## config.mk

```make
export PLATFORM = sky130hd
export DESIGN_NAME = laser_bank_mapper
export DESIGN_NICKNAME = d
export VERILOG_FILES = /design/src/rtl/laser_pkg.sv /design/src/rtl/laser_bank_regs.sv /design/src/rtl/laser_bank_mapper.sv
export SDC_FILE = /design/constraint.sdc
export NUM_CORES = 1
export LEC_CHECK = 0
export CAP_MARGIN = 10
export CORE_MARGIN = 2
export CORE_UTILIZATION = 38
export DETAILED_ROUTE_END_ITERATION = 12
export PLACE_DENSITY = 0.77
export SYNTH_ARGS = -nofsm -noshare
export SYNTH_HDL_FRONTEND = slang
export SYNTH_HIERARCHICAL = 1
export SYNTH_SLANG_ARGS = --single-unit
```

## constraint.sdc

```tcl
create_clock -name F14M -period 5.03 [get_ports F14M]
set_input_delay 1.006 -clock F14M [delete_from_list [all_inputs] [get_ports F14M]]
set_output_delay 1.006 -clock F14M [all_outputs]
set_load 0.01 [all_outputs]
```

## src/rtl/laser_pkg.sv

```systemverilog
// Shared definitions for the laser bank mapper.
// Contents:
//   state_t    - mapper FSM states (IDLE, DIO, CPU, DONE)
//   DEF_*      - default slot count, page width, port and page-map constants
package laser_pkg;

  typedef enum logic [1:0] {
    ST_IDLE = 2'd0,
    ST_DIO  = 2'd1,
    ST_CPU  = 2'd2,
    ST_DONE = 2'd3
  } state_t;

  localparam int         DEF_NUM_SLOTS = 4;
  localparam int         DEF_PAGE_W    = 4;
  localparam int         DEF_ADDR_W    = 25;
  localparam int         DEF_RAM_FIRST = 4;
  localparam int         DEF_RAM_LAST  = 7;
  localparam int         DEF_IO_PAGE   = 2;
  localparam logic [7:0] DEF_BANK_PORT = 8'h40;

endpackage

```

## src/rtl/laser_bank_regs.sv

```systemverilog
// Bank register file with I/O port decode.
// One PAGE_W-bit page register per CPU address slot. An OUT to one of the
// NUM_SLOTS consecutive ports starting at BANK_PORT loads the register
// selected by the low port bits, once per I/O write strobe.
// Ports:
//   clk, rst   - clock, asynchronous active-high reset (clears all banks)
//   port       - low byte of the CPU address (I/O port number)
//   data       - CPU write data
//   iorq_n     - Z80 IORQ, active low
//   wr_n       - Z80 WR, active low
//   bank_q     - all bank registers, slot 0 in the LSBs
module laser_bank_regs
  import laser_pkg::*;
#(
  parameter int         NUM_SLOTS = DEF_NUM_SLOTS,
  parameter int         PAGE_W    = DEF_PAGE_W,
  parameter logic [7:0] BANK_PORT = DEF_BANK_PORT
) (
  input  logic                        clk,
  input  logic                        rst,
  input  logic [7:0]                  port,
  input  logic [7:0]                  data,
  input  logic                        iorq_n,
  input  logic                        wr_n,
  output logic [NUM_SLOTS*PAGE_W-1:0] bank_q
);

  localparam int SLOT_BITS = $clog2(NUM_SLOTS);
  localparam logic [8:0] PORT_LO = {1'b0, BANK_PORT};
  localparam logic [8:0] PORT_HI = PORT_LO + 9'(NUM_SLOTS);

  logic [PAGE_W-1:0] bank [NUM_SLOTS];
  logic              io_wr;
  logic              io_wr_prev;
  logic              port_hit;

  assign io_wr    = !iorq_n && !wr_n;
  // 9-bit compare so a port range ending at 0xFF does not wrap
  assign port_hit = ({1'b0, port} >= PORT_LO) && ({1'b0, port} < PORT_HI);

  // The Z80 holds IORQ/WR low for several clocks; only the leading edge writes
  always_ff @(posedge clk or posedge rst) begin
    if (rst) begin
      io_wr_prev <= 1'b0;
      for (int i = 0; i < NUM_SLOTS; i++) bank[i] <= '0;
    end else begin
      io_wr_prev <= io_wr;
      if (io_wr && !io_wr_prev && port_hit)
        bank[port[SLOT_BITS-1:0]] <= data[PAGE_W-1:0];
    end
  end

  for (genvar g = 0; g < NUM_SLOTS; g++) begin : g_flat
    assign bank_q[g*PAGE_W +: PAGE_W] = bank[g];
  end

endmodule

```

## src/rtl/laser_bank_mapper.sv

```systemverilog
// Z80 bank mapper in front of an SDRAM request/acknowledge port.
// Translates CPU memory cycles through per-slot bank registers, decodes a
// mapped-I/O page, discards writes to ROM pages, and interleaves ROM
// download writes (priority) with CPU accesses through one memory port.
// Ports:
//   F14M, RESET            - clock, asynchronous active-high reset
//   cpu_*                  - Z80 bus (active-low strobes), read data, WAIT
//   dio_*                  - ROM download write port (one-cycle dio_write)
//   mem_req/we/addr/din    - SDRAM request, held stable until mem_ack
//   mem_ack, mem_dout      - SDRAM completion pulse and read data
//   mapped_io              - current CPU memory cycle hits the I/O page
//   bank_q                 - bank registers, slot 0 in the LSBs
//   dio_overrun            - sticky: a download write was dropped
module laser_bank_mapper
  import laser_pkg::*;
#(
  parameter int         NUM_SLOTS = DEF_NUM_SLOTS,
  parameter int         PAGE_W    = DEF_PAGE_W,
  parameter int         ADDR_W    = DEF_ADDR_W,
  parameter int         RAM_FIRST = DEF_RAM_FIRST,
  parameter int         RAM_LAST  = DEF_RAM_LAST,
  parameter int         IO_PAGE   = DEF_IO_PAGE,
  parameter logic [7:0] BANK_PORT = DEF_BANK_PORT
) (
  input  logic                        F14M,
  input  logic                        RESET,
  input  logic [15:0]                 cpu_addr,
  input  logic [7:0]                  cpu_dout,
  input  logic                        cpu_mreq_n,
  input  logic                        cpu_iorq_n,
  input  logic                        cpu_rd_n,
  input  logic                        cpu_wr_n,
  output logic [7:0]                  cpu_din,
  output logic                        cpu_wait_n,
  input  logic                        dio_download,
  input  logic                        dio_write,
  input  logic [ADDR_W-1:0]           dio_addr,
  input  logic [7:0]                  dio_data,
  output logic                        mem_req,
  output logic                        mem_we,
  output logic [ADDR_W-1:0]           mem_addr,
  output logic [7:0]                  mem_din,
  input  logic                        mem_ack,
  input  logic [7:0]                  mem_dout,
  output logic                        mapped_io,
  output logic [NUM_SLOTS*PAGE_W-1:0] bank_q,
  output logic                        dio_overrun
);

  localparam int SLOT_BITS = $clog2(NUM_SLOTS);
  localparam int OFS_W     = 16 - SLOT_BITS;
  localparam logic [PAGE_W-1:0] IO_PG  = PAGE_W'(IO_PAGE);
  localparam logic [PAGE_W-1:0] RAM_LO = PAGE_W'(RAM_FIRST);
  localparam logic [PAGE_W-1:0] RAM_HI = PAGE_W'(RAM_LAST);

  state_t                      state_q, state_d;
  logic [NUM_SLOTS*PAGE_W-1:0] bank_flat;
  logic [SLOT_BITS-1:0]        slot;
  logic [PAGE_W-1:0]           page;
  logic                        cpu_cyc, is_io, is_ram, rom_wr, cpu_go;
  logic                        dio_new, pend_release;
  logic                        pend_vld;
  logic [ADDR_W-1:0]           pend_addr;
  logic [7:0]                  pend_data;
  logic                        wait_busy;

  laser_bank_regs #(
    .NUM_SLOTS (NUM_SLOTS),
    .PAGE_W    (PAGE_W),
    .BANK_PORT (BANK_PORT)
  ) u_bank_regs (
    .clk    (F14M),
    .rst    (RESET),
    .port   (cpu_addr[7:0]),
    .data   (cpu_dout),
    .iorq_n (cpu_iorq_n),
    .wr_n   (cpu_wr_n),
    .bank_q (bank_flat)
  );

  assign bank_q = bank_flat;
  assign slot   = cpu_addr[15 -: SLOT_BITS];

  always_comb begin
    page = '0;
    for (int i = 0; i < NUM_SLOTS; i++)
      if (slot == SLOT_BITS'(i)) page = bank_flat[i*PAGE_W +: PAGE_W];
  end

  // Classify the CPU cycle: mapped I/O and ROM writes never reach memory
  assign cpu_cyc = !cpu_mreq_n && (!cpu_rd_n || !cpu_wr_n);
  assign is_io   = (page == IO_PG);
  assign is_ram  = (page >= RAM_LO) && (page <= RAM_HI);
  assign rom_wr  = !cpu_wr_n && !is_ram;
  assign cpu_go  = cpu_cyc && !is_io && !rom_wr;

  // A download write arriving this cycle already outranks a CPU request
  assign dio_new      = dio_write && dio_download;
  assign pend_release = (state_q == ST_DIO) && mem_ack;

  // FSM state register
  always_ff @(posedge F14M or posedge RESET) begin
    if (RESET) state_q <= ST_IDLE;
    else       state_q <= state_d;
  end

  // FSM next state
  always_comb begin
    state_d = state_q;
    case (state_q)
      ST_IDLE: begin
        if (pend_vld || dio_new) state_d = ST_DIO;
        else if (cpu_go)         state_d = ST_CPU;
        else if (cpu_cyc)        state_d = ST_DONE;
      end
      ST_DIO:  if (mem_ack)    state_d = ST_IDLE;
      ST_CPU:  if (mem_ack)    state_d = ST_DONE;
      ST_DONE: if (cpu_mreq_n) state_d = ST_IDLE;
      default: state_d = ST_IDLE;
    endcase
  end

  // FSM outputs; WAIT is forced high while RESET is asserted
  always_comb begin
    mapped_io = cpu_cyc && is_io;
    wait_busy = 1'b0;
    case (state_q)
      ST_IDLE, ST_DIO: wait_busy = cpu_go;
      ST_CPU:          wait_busy = !mem_ack;
      default:         wait_busy = 1'b0;
    endcase
    cpu_wait_n = RESET || !wait_busy;
  end

  // Memory request side and CPU read data
  always_ff @(posedge F14M or posedge RESET) begin
    if (RESET) begin
      mem_req <= 1'b0;
      mem_we  <= 1'b0;
      mem_addr <= '0;
      mem_din <= '0;
      cpu_din <= 8'hFF;
    end else begin
      mem_req <= ((state_q == ST_CPU) || (state_q == ST_DIO)) && !mem_ack;
      if (state_q == ST_IDLE && state_d == ST_DIO) begin
        mem_we   <= 1'b1;
        mem_addr <= pend_vld ? pend_addr : dio_addr;
        mem_din  <= pend_vld ? pend_data : dio_data;
      end else if (state_q == ST_IDLE && state_d == ST_CPU) begin
        mem_we   <= !cpu_wr_n;
        mem_addr <= ADDR_W'({page, cpu_addr[OFS_W-1:0]});
        mem_din  <= cpu_dout;
      end
      if (state_q == ST_CPU && mem_ack && !mem_we)
        cpu_din <= mem_dout;
    end
  end

  // One-deep download buffer stays occupied until its write is acknowledged
  always_ff @(posedge F14M or posedge RESET) begin
    if (RESET) begin
      pend_vld    <= 1'b0;
      dio_overrun <= 1'b0;
    end else if (dio_new) begin
      if (pend_vld && !pend_release) dio_overrun <= 1'b1;
      else                           pend_vld    <= 1'b1;
    end else if (pend_release) begin
      pend_vld <= 1'b0;
    end
  end

  always_ff @(posedge F14M) begin
    if (dio_new && (!pend_vld || pend_release)) begin
      pend_addr <= dio_addr;
      pend_data <= dio_data;
    end
  end

endmodule
```

Word-level counts from Yosys, hierarchy flattened. Index checks and enable logic that the tools add are counted.

Logic and storage cells: 103. Bits in registers: 97. Input port bits: 74.

Reductions and logical operators: 45. $lt $le $gt $ge: 6. Mux-type cells: 26. Bitwise operators: 1. Equal/unequal tests: 10.

Operators with widths (number): $mux W25 (3); $mux W8 (3); $logic_and A1 B1 Y1 (20); $mux W4 (5); $bwmux W16 (1); $logic_not A1 Y1 (13); $mux W2 (6); $eq A2 B2 Y1 const B (5); $demux W4 S2 (1); $ge A8 B7 Y1 const B (1); $lt A8 B7 Y1 const B (1); $pmux W2 S4 (1); $eq A2 B1 Y1 const B (3); $logic_or A1 B1 Y1 (5); $mux W1 (5); $eq A4 B2 Y1 const B (1); $ge A4 B3 Y1 const B (1); $le A4 B3 Y1 const B (1); $logic_not A2 Y1 (2); $reduce_and A2 Y1 (2); $reduce_bool A2 Y1 (2); $ge A3 B3 Y1 const B (1); $lt A3 B1 Y1 const B (1); $not A2 Y3 (1); other kinds (3) (3).

Logic depth before layout (Yosys ltp).
Word-level depth: 18. Depth in mapped cells: 8. Mapped depth without buffers: 6.

By module. The synthesis kept the hierarchy.

Modules (own cells, without submodules): laser_bank_mapper (cells an instance 313, area an instance 3717.3 µm², instances 1); laser_bank_regs (cells an instance 45, area an instance 694.4 µm², instances 1).

Least setup slack after synthesis. No wires, ideal clock.

Path kind: input-to-output. Start point: input cpu_addr[14]. End point: output cpu_wait_n. Arrival: 2.520 ns. Stages: 7. Slack: 1.504 ns. Cells stage by stage: buf_6 -> mux4_1 -> or3b_1 -> nand2_1 -> a21oi_2 -> o21ai_0 -> a211o_1.

Word-level cells in the longest chain between the ends: 14. Elaborated cells between the ends (all ways): 21.

Ends and longest elaborated chain: start: declaration (line laser_bank_mapper.sv:27) `input logic [15:0] cpu_addr,`; $logic_not A2 Y1 (line laser_bank_mapper.sv:87) `if (slot == SLOT_BITS'(i)) page = bank_flat[i*PAGE_W +: PAGE_W];`; $mux W4 (3 in series) (line laser_bank_mapper.sv:87); $mux W4 (*) (line laser_bank_mapper.sv:87); $ge A4 B3 Y1 / $le A4 B3 Y1 (equally long branches) (line laser_bank_mapper.sv:93) `assign is_ram = (page >= RAM_LO) && (page <= RAM_HI);`; $logic_and A1 B1 Y1 (line laser_bank_mapper.sv:93); $logic_not A1 Y1 (line laser_bank_mapper.sv:94) `assign rom_wr = !cpu_wr_n && !is_ram;`; $logic_and A1 B1 Y1 (line laser_bank_mapper.sv:94); $logic_not A1 Y1 (line laser_bank_mapper.sv:95) `assign cpu_go = cpu_cyc && !is_io && !rom_wr;`; $logic_and A1 B1 Y1 (*) (line laser_bank_mapper.sv:95); $pmux W1 S2 (*) (line laser_bank_mapper.sv:127) `case (state_q)`; $logic_not A1 Y1 (*) (line laser_bank_mapper.sv:132) `cpu_wait_n = RESET || !wait_busy;`; $logic_or A1 B1 Y1 (*) (line laser_bank_mapper.sv:132); end: declaration (line laser_bank_mapper.sv:34) `output logic cpu_wait_n,`.

Mark *: on every way between the ends. The rest lies on a longest branch, timed or not.

Worst setup path after layout. Same ends and word-level chain as after synthesis.

==> flow_summary.toml <==
[run_status]
status = "finished, final reports clean"

[timing]
final-hold-violation-count = 0
clock-skew-final_ns = 0.005840
finalMaxSlewViolations = 0
period_minus_slack_ns = 4.709
setup_tns_ns = 0
tightest_slew_ns = 1.108
post-route-period-util = 0.9361
max_slew_margin = 0.2613
timing.fmax_ghz = 0.2124
rsz0062_at_grt = "no"
setup_viol = 0

[synth]
ys_warn_count = 6
synth_edf_count = 33
ys_types = 48
synth_flop_cell = "dfrtp_1"
syn_nets = 436
synth-seq-cells = 97
ys_async_sr_fraction = 0.6598
synth_seq_area_share = 0.5899
syn_area_per_cell_um2 = 12.32
syn_area_um2 = 4412
synthCells = 358

[clock_tree]
postCtsSetupBuffers = 0
cts_buffers = 9
clkSlewWorstSetupHoldPaths_ns = 0.06
cts_resized = 0
clk_latency_ns = 0.34
htree_levels = 3
clockBufferDepth = 2
cts_root_buffer = "clkbuf_16"
cts_hold_buf = 0
tritoncts = "yes"
clock_sinks = 97

[grt]
use_met3 = 0.05117
use_met1 = 0.2482
antenna_found_initial = 0
grt.met2_usage = 0.2836
grt_pass1_vias = 3415
grt_max_degree = 48
grt_pass1_wl_um = 18150
grtUsageTotal = 0.1840
overflow = 0
grt_busiest_layer = "met2"

[die]
core_area_um2 = 11370
dieArea_um2 = 12490
num_rows = 39
die_w_um = 111.8
initial_core_util = 0.3880
dieHeight_um = 111.8
ios = 136

[placement]
routabilityCongestion = 0.8945
dp_hpwl_um = 8120
io_buffers = 135

[route]
vias = 3344
drc_errors = 0
wl_per_cell_um = 17.78
ant_nets = 0
drt-vias-per-instance = 5.233
drtPass1Iterations = 5
drtIter0Drc = 214
drt-total-wl_um = 11360

[cells_and_area]
area_growth_pct = 40.47
layout_common_cells = "clkdlybuf4s50_1, dfrtp_1, nand2_1, mux2i_1, edfxtp_1"
final_common_cell = "clkdlybuf4s50_1"
antenna_cells = 0
multiInputGateArea_um2 = 1720
fillers = 1015
drive_gt1_frac = 0.1290
fin_nets = 569
seqCellArea_um2 = 2604

[power_and_ir_drop]
switching_share = 0.3477
p_int_mw = 2.055
power.density_nw_per_um2 = 508.3
seq_power_share = 0.387
clockPowerShare = 0.212
power_mw = 3.150
peakVddDrop_mv = 0.3119
leakage_nw = 2.574
power_frac_comb = 0.401
p_switching_mw = 1.095

[critical_path]
timing.critical_path.required_ns = 4.02
endpoint_kind = "output port"
path_class = "in -> out"
cp_max_fo = 5
start_kind = "primary input"
worstPathArrival_ns = 3.70

[worst_hold_path]
min_path_type = "reg -> reg"

[run]
drv_cap = 0
## metal layers
metal | wire [µm] | part of all wire
met5 | 0 | 0
met4 | 284 | 0.025
met1 | 5073 | 0.45
met3 | 758 | 0.067
met2 | 5247 | 0.46
## worst max-delay path: stages
cell and delay [ns]:
clkdlybuf4s50_1 0.62, mux4_1 0.63, or3b_1 0.21, nand2_1 0.06, a21oi_2 0.23, o21ai_0 0.13, a211o_1 0.31, clkdlybuf4s50_1 0.49
## cell type report
type | count | share of cell area
tap | 143 | 0.02887
clock buffer | 11 | 0.04260
inverter | 8 | 0.004846
sequential | 97 | 0.4202
clock inverter | 5 | 0.004240
multi-input combinational | 237 | 0.2776
timing repair buffer | 138 | 0.2217
## registers in the layout (all words and copies together) (netlist names)
register	flops
pend_data	8
cpu_din	8
u_bank_regs/io_wr_prev	1
mem_addr	25
mem_req	1
mem_din	8
u_bank_regs/bank_q	16
pend_addr	25
mem_we	1
dio_overrun	1
state_q	2
pend_vld	1
## path summary, 6_finish.rpt
| kind | slack, ns | cells after the start | startpoint | end |
|---|---|---|---|---|
| hold reg to reg | 0.48 | 2 | mem_addr[22] | mem_addr[22] |
| setup reg to reg | 2.32 | 5 | pend_vld | mem_addr[16] |
| max in group asynchronous | 2.93 | 2 | RESET | pend_vld |
| min in group asynchronous | 1.22 | 2 | RESET | u_bank_regs/bank_q[2] |
| hold / removal | 0.48 | 2 | mem_addr[22] | mem_addr[22] |
| setup / recovery | 0.32 | 8 | cpu_addr[14] | cpu_wait_n |
## synth_stat cells, types with 3 or more instances
master	instances	area, µm²
buf_2	5	25.02
inv_1	8	30.03
nand2b_1	7	43.79
nor2b_1	3	18.77
edfxtp_1	33	991.0
clkbuf_1	7	26.28
o21ai_0	27	135.1
a21oi_1	26	130.1
dfrtp_1	56	1401
dfstp_2	8	210.2
nor2_1	29	108.9
mux4_1	3	78.83
nand2_1	34	127.6
o21ai_1	8	40.04
a221o_1	3	30.03
nand4_1	4	25.02
ha_1	4	50.05
mux2_2	24	270.3
mux2i_1	33	330.3
nor3_1	4	20.02
## through the flow
stage                 util  hold WS [ns]  setup WS [ns]  cells  cell area [µm²]
floorplan                -        0.4942          1.504    358             4412
global placement    0.5195        0.4615         0.3694    623             5907
detailed placement  0.5195        0.4661         0.3238    623             5907
CTS                 0.5451        0.4812         0.3238    639             6197
global route        0.5451        0.4987         0.1801    639             6197
finish              0.5451        0.4791         0.3213    639             6197
## logic make-up (layout without fill, tap and decap cells)
kind of cell	after synthesis	after routing	share of synthesized area
AOI/OAI and AO/OA	80	80	0.1106
xor gates and xnor gates	1	1	0.001986
adders and majority gates	4	4	0.01134
buffers and inverters	24	162	0.02439
DFF	97	97	0.5899
muxes	63	63	0.1668
and+or+nand+nor	89	89	0.09501
## power groups by stage
stage	Clock [mW]	Sequential [mW]	Combinational, mW
finish	0.667	1.22	1.26
CTS	0.681	1.22	1.27
floorplan	0	1.23	0.702
global route	0.712	1.25	1.39
global placement	0	1.23	1.24
detailed placement	0	1.24	1.27
Power figures use the tool's default switching activity.
